$ cat src/rtl/reg_file.sv
// reg_file: 32 x n-bit register file, two combinational read ports, one write
// port, with optional same-cycle write-to-read forwarding.
//
// Ports:
//   clk            rising-edge clock for all state
//   rst_n          synchronous active-low reset, clears x1..x31
//   rs1, rs2       read indices (5 bits each)
//   rdata1, rdata2 read data (n bits), combinational from the indices
//   we, rd, wdata  write enable, write index, write data
//
// x0 is hard-wired to zero. While rst_n is low, both read ports return zero
// and forwarding is suppressed. This keeps pre-reset storage contents from
// leaking out on the read ports.
module reg_file #(
  parameter int n      = 32,
  parameter int BYPASS = 1
) (
  input  logic         clk,
  input  logic         rst_n,
  input  logic [4:0]   rs1,
  input  logic [4:0]   rs2,
  output logic [n-1:0] rdata1,
  output logic [n-1:0] rdata2,
  input  logic         we,
  input  logic [4:0]   rd,
  input  logic [n-1:0] wdata
);

  logic [31:0][n-1:0] r_x;
  logic [31:0]        w_wsel;
  logic               w_fwd1, w_fwd2;

  // One-hot write select; line 0 is tied low so x0 can never be written.
  assign w_wsel[0] = 1'b0;
  for (genvar k = 1; k < 32; k++) begin : g_dec
    assign w_wsel[k] = we && (rd == 5'(k));
  end

  always_ff @(posedge clk) begin
    if (!rst_n) begin
      r_x <= '0;
    end else begin
      for (int k = 1; k < 32; k++)
        if (w_wsel[k]) r_x[k] <= wdata;
    end
  end

  // Forwarding is only meaningful for a live, non-x0 write.
  assign w_fwd1 = (BYPASS != 0) && we && (rd != 5'd0) && (rs1 == rd);
  assign w_fwd2 = (BYPASS != 0) && we && (rd != 5'd0) && (rs2 == rd);

  always_comb begin
    rdata1 = '0;
    rdata2 = '0;
    if (rst_n) begin
      if (w_fwd1)              rdata1 = wdata;
      else if (rs1 != 5'd0)    rdata1 = r_x[rs1];
      if (w_fwd2)              rdata2 = wdata;
      else if (rs2 != 5'd0)    rdata2 = r_x[rs2];
    end
  end

endmodule

$ cat config.mk
export PLATFORM = sky130hd
export DESIGN_NAME = reg_file
export DESIGN_NICKNAME = d
export VERILOG_FILES = /design/src/rtl/reg_file.sv
export SDC_FILE = /design/constraint.sdc
export NUM_CORES = 2
export LEC_CHECK = 0
export CORE_UTILIZATION = 60
export CTS_CLUSTER_DIAMETER = 80
export CTS_CLUSTER_SIZE = 30
export DETAILED_ROUTE_END_ITERATION = 8
export HOLD_SLACK_MARGIN = 0.03
export MAX_ROUTING_LAYER = met4
export PLACE_DENSITY_LB_ADDON = 0.15
export SKIP_LAST_GASP = 1
export SYNTH_ARGS = -nofsm -noshare
export SYNTH_HDL_FRONTEND = slang
export SYNTH_SLANG_ARGS = --single-unit
$ cat constraint.sdc
create_clock -name clk -period 3.22 [get_ports clk]
set_clock_uncertainty 0.15 [all_clocks]
set_input_delay 0.322 -clock clk [delete_from_list [all_inputs] [get_ports clk]]
set_output_delay 0.322 -clock clk [all_outputs]
set_load 0.1 [all_outputs]
==> results.md <==
* Status: finished, violations left
* Failing checks: setup timing
* Worst VDD drop at 0.629 mV
* Post-synthesis mux area share at 20.5%
* WL/cell at 27.1 um
* Worst-path clk slew at 0.12 ns
* Switching pwr at 0.00694 W
* Die Span Y at 294 um
* Number of antenna-violating nets in the routed design at 0
* H-tree depth at 2
* Post-Syn Instances at 6051
* Core ar. at 84100 um2
* RSZ-0062 raised after global routing: true
* Grt ovf at 0
* Hold crit path type: primary input to flop
* Largest net degree at the start of global routing at 234
* Sw frac at 29.2%
* First-pass GRT wire length at 283 mm
* Final setup viols at 3
* Hold buffers post-CTS at 0
* Die Area at 86600 um2
* Crit-path cells: clkdlybuf4s50_1 -> buf_4 -> or2_1 -> o41ai_2 -> buf_4 -> o21a_1 -> buf_12 -> a32o_2 -> buf_12
* CTS tree: built
* Post-route cell area at 57800 um2
* Via density at 6.84
* Internal at 0.0168 W
* Crit-path max cell delay at 0.48 ns
* Final worst slack at -0.0596 ns
* Tmin final at 3.28 ns
* Initial DRT Pass Iterations at 6
* Tcrit/Tclk final at 102%
* Critical Path RT at 2.75 ns
* Dpl cells at 6970
* TNS Setup at -0.119 ns
* Layout cells sized above 1 at 16.6%
* Die Wd at 294 um
* Max FFs per register at 992
* Max transition margin at 22.0%
* Max-capacitance violation count at 0
* Setup crit end kind: output pin
* Fraction of the mapped netlist area in simple logic gates at 17.1%
* Comb power frac at 14.7%
* Compound-Gate Fraction of Synth Area at 18.0%
* Seq/Total Area, Yosys at 38.7%
* Initial DRC count at 7243
* Synth Warn # at 0
* Layout area overhead at 12.7%
* Leak pwr at 19.4 nW
* Final Max Slew Viols at 0
* DRC viols at 0
* Initial antenna violation count at 6
* Reg power frac at 52.4%
* Crit path DAT at 2.81 ns
* Final Hold Viols at 0
* Clock power frac at 32.9%
* Fin nets at 5943
* Flops & latches, synth at 992
* Net Count, Synth at 6101
* Power Dens Cells at 411 nW/um2
* Crit-path max FO at 32
* Hold path cells at 4
* Most flops, register: r_x
* I/O Buffers at 113
* Total design power at 0.0237 W
* Worst R2R Path Depth at 2
* Total vias in the final route at 48300
* Post-DP Area at 55700 um2
* CTS Buffer Depth at 3
* I/O Pins at 114
* Final WL at 192 mm
* DP HPWL at 114 mm
* Fillers at 6722
* Critical path class: primary input to output pin
* RePlAce Congestion at 0.940
* Synth unique cells at 36
* Vias in the first global route at 45900
* Post-synthesis xor/xnor area fraction at 0.171%
* Root buffer cell: clkbuf_16
* Slowest stage cell, crit path: a32o_2
* Synth Area per Inst at 8.48 um2
* Clk sinks at 992
* Slew @ Worst Pin at 1.17 ns
* Insertion delay to the later sink of the worst-skew pair at 0.65 ns
* Initial core utilization at 61.0%
* Crit start category: primary input
* GRT Util Overall at 44.7%
* Num rows at 106
* Fmax at 305 MHz
* Setup WS pre-CTS at -0.244 ns
* Largest registers: r_x: 992 flops
* Cell area after synthesis at 51300 um2
* TritonCTS Buffers at 47
* Final std cells w/o fill at 7069
* Largest family of logic cells by synthesized area: multiplexers
* Post-synthesis adder-cell area fraction at 0%
## final cells by class
cell class              instances  area (um2)  area share (%)
diodes                          7        17.5          0.0303
well taps                    1134        1420            2.45
inverters                       1        11.3          0.0195
repair buffers                465        5710            9.88
flip-flops and latches        992       19900            34.4
clock buffers                  54        1250            2.17
multi-input cells            4386       29100            50.4
clock inverters                30         410           0.710
## kinds of logic after synthesis
family / count (synthesis)
AND/OR/NAND/NOR: 2228
AO/OA/AOI/OAI: 1507
multiplexers: 640
buffers and inverters: 674
XOR/XNOR: 10
flip-flops: 992
## critical path, delay by kind of cell
family,cells,cell delay [ns]
compound gates,3,0.93
buf+inv,5,1.27
simple gates,1,0.27
## layer usage
layer,track usage (%),part of all wire (%)
met5,-,0
met4,32.0,8.3
met3,10.8,13
met2,64.9,44
met1,54.5,35
## synthesized netlist by cell type
| cell type | instances | share of area, % |
|---|---|---|
| a21oi_1 | 992 | 9.7 |
| buf_6 | 23 | 0.51 |
| nand4b_1 | 2 | 0.034 |
| nand3b_1 | 2 | 0.029 |
| a32o_1 | 64 | 1.2 |
| a221oi_1 | 64 | 1.1 |
| xnor2_1 | 4 | 0.068 |
| nand2b_1 | 67 | 0.82 |
| clkbuf_1 | 556 | 4.1 |
| a22o_1 | 64 | 1.1 |
| buf_2 | 58 | 0.57 |
| a31oi_1 | 64 | 0.78 |
| o221ai_1 | 64 | 1.1 |
| o31ai_1 | 64 | 0.94 |
| nor3_1 | 4 | 0.039 |
| nor2b_1 | 75 | 0.91 |
| mux2_2 | 64 | 1.4 |
| or2_1 | 2 | 0.024 |
| buf_1 | 22 | 0.16 |
| dfxtp_1 | 992 | 39 |
| xor2_1 | 6 | 0.10 |
| nand4_1 | 1 | 0.012 |
| buf_4 | 14 | 0.20 |
| nand3_1 | 4 | 0.039 |
| nor2_1 | 41 | 0.30 |
| nor3b_1 | 4 | 0.059 |
| o21a_1 | 2 | 0.029 |
| mux4_2 | 320 | 14 |
| a22oi_1 | 64 | 0.94 |
| inv_1 | 1 | 0.0073 |
| mux2i_1 | 256 | 5.0 |
| nand2_1 | 2021 | 15 |
| o41ai_2 | 1 | 0.032 |
| a211o_1 | 64 | 1.1 |
| or3_1 | 2 | 0.024 |
| and2_1 | 3 | 0.037 |
## what timing repair did
item | 4_1_cts | 5_1_grt
setup buffers | 4 | 2
gates cloned | 1 | 1
pin swaps | 2 | 5
resized for setup | 22 | 31
endpoints found under the setup margin | 42 | 48
## worst paths after layout
kind,start,endpoint,slack [ns]
min,wdata[18],r_x[82]$_SDFFE_PN0P_,0.31
max reg2reg,r_x[960]$_SDFFE_PN0P_,r_x[960]$_SDFFE_PN0P_,2.35
min reg2reg,r_x[460]$_SDFFE_PN0P_,r_x[460]$_SDFFE_PN0P_,0.32
max,rd[0],rdata1[31],-0.06
## metrics by stage
step,hold slack (ns),utilization (%)
2_1_floorplan,0.292,-
3_3_place_gp,0.298,66.3
3_5_place_dp,0.305,66.3
4_1_cts,0.288,68.5
5_1_grt,0.329,68.7
6_report,0.314,68.7
## power groups by stage
| stage | Combinational, W | Clock [W] | Sequential [W] |
|---|---|---|---|
| floorplan | 0.00196 | 0 | 0.0127 |
| global placement | 0.00331 | 0 | 0.0127 |
| detailed placement | 0.00332 | 0 | 0.0127 |
| CTS | 0.00335 | 0.00783 | 0.0124 |
| global route | 0.00354 | 0.00825 | 0.0124 |
| finish | 0.00349 | 0.00782 | 0.0124 |
## cell usage in the layout, fill, tap and decap left out, types with 58 or more instances in the layout
cell type,instances
a211o_1,64
a21oi_1,992
a221oi_1,64
a22o_1,64
a22oi_1,64
a32o_1,58
buf_12,166
buf_4,251
dfxtp_1,989
mux2_2,64
mux2i_1,256
mux4_2,320
nand2_1,2021
nand2b_1,66
nor2b_1,67
o221ai_1,64
Note: power is estimated with default switching activity, not from simulation.
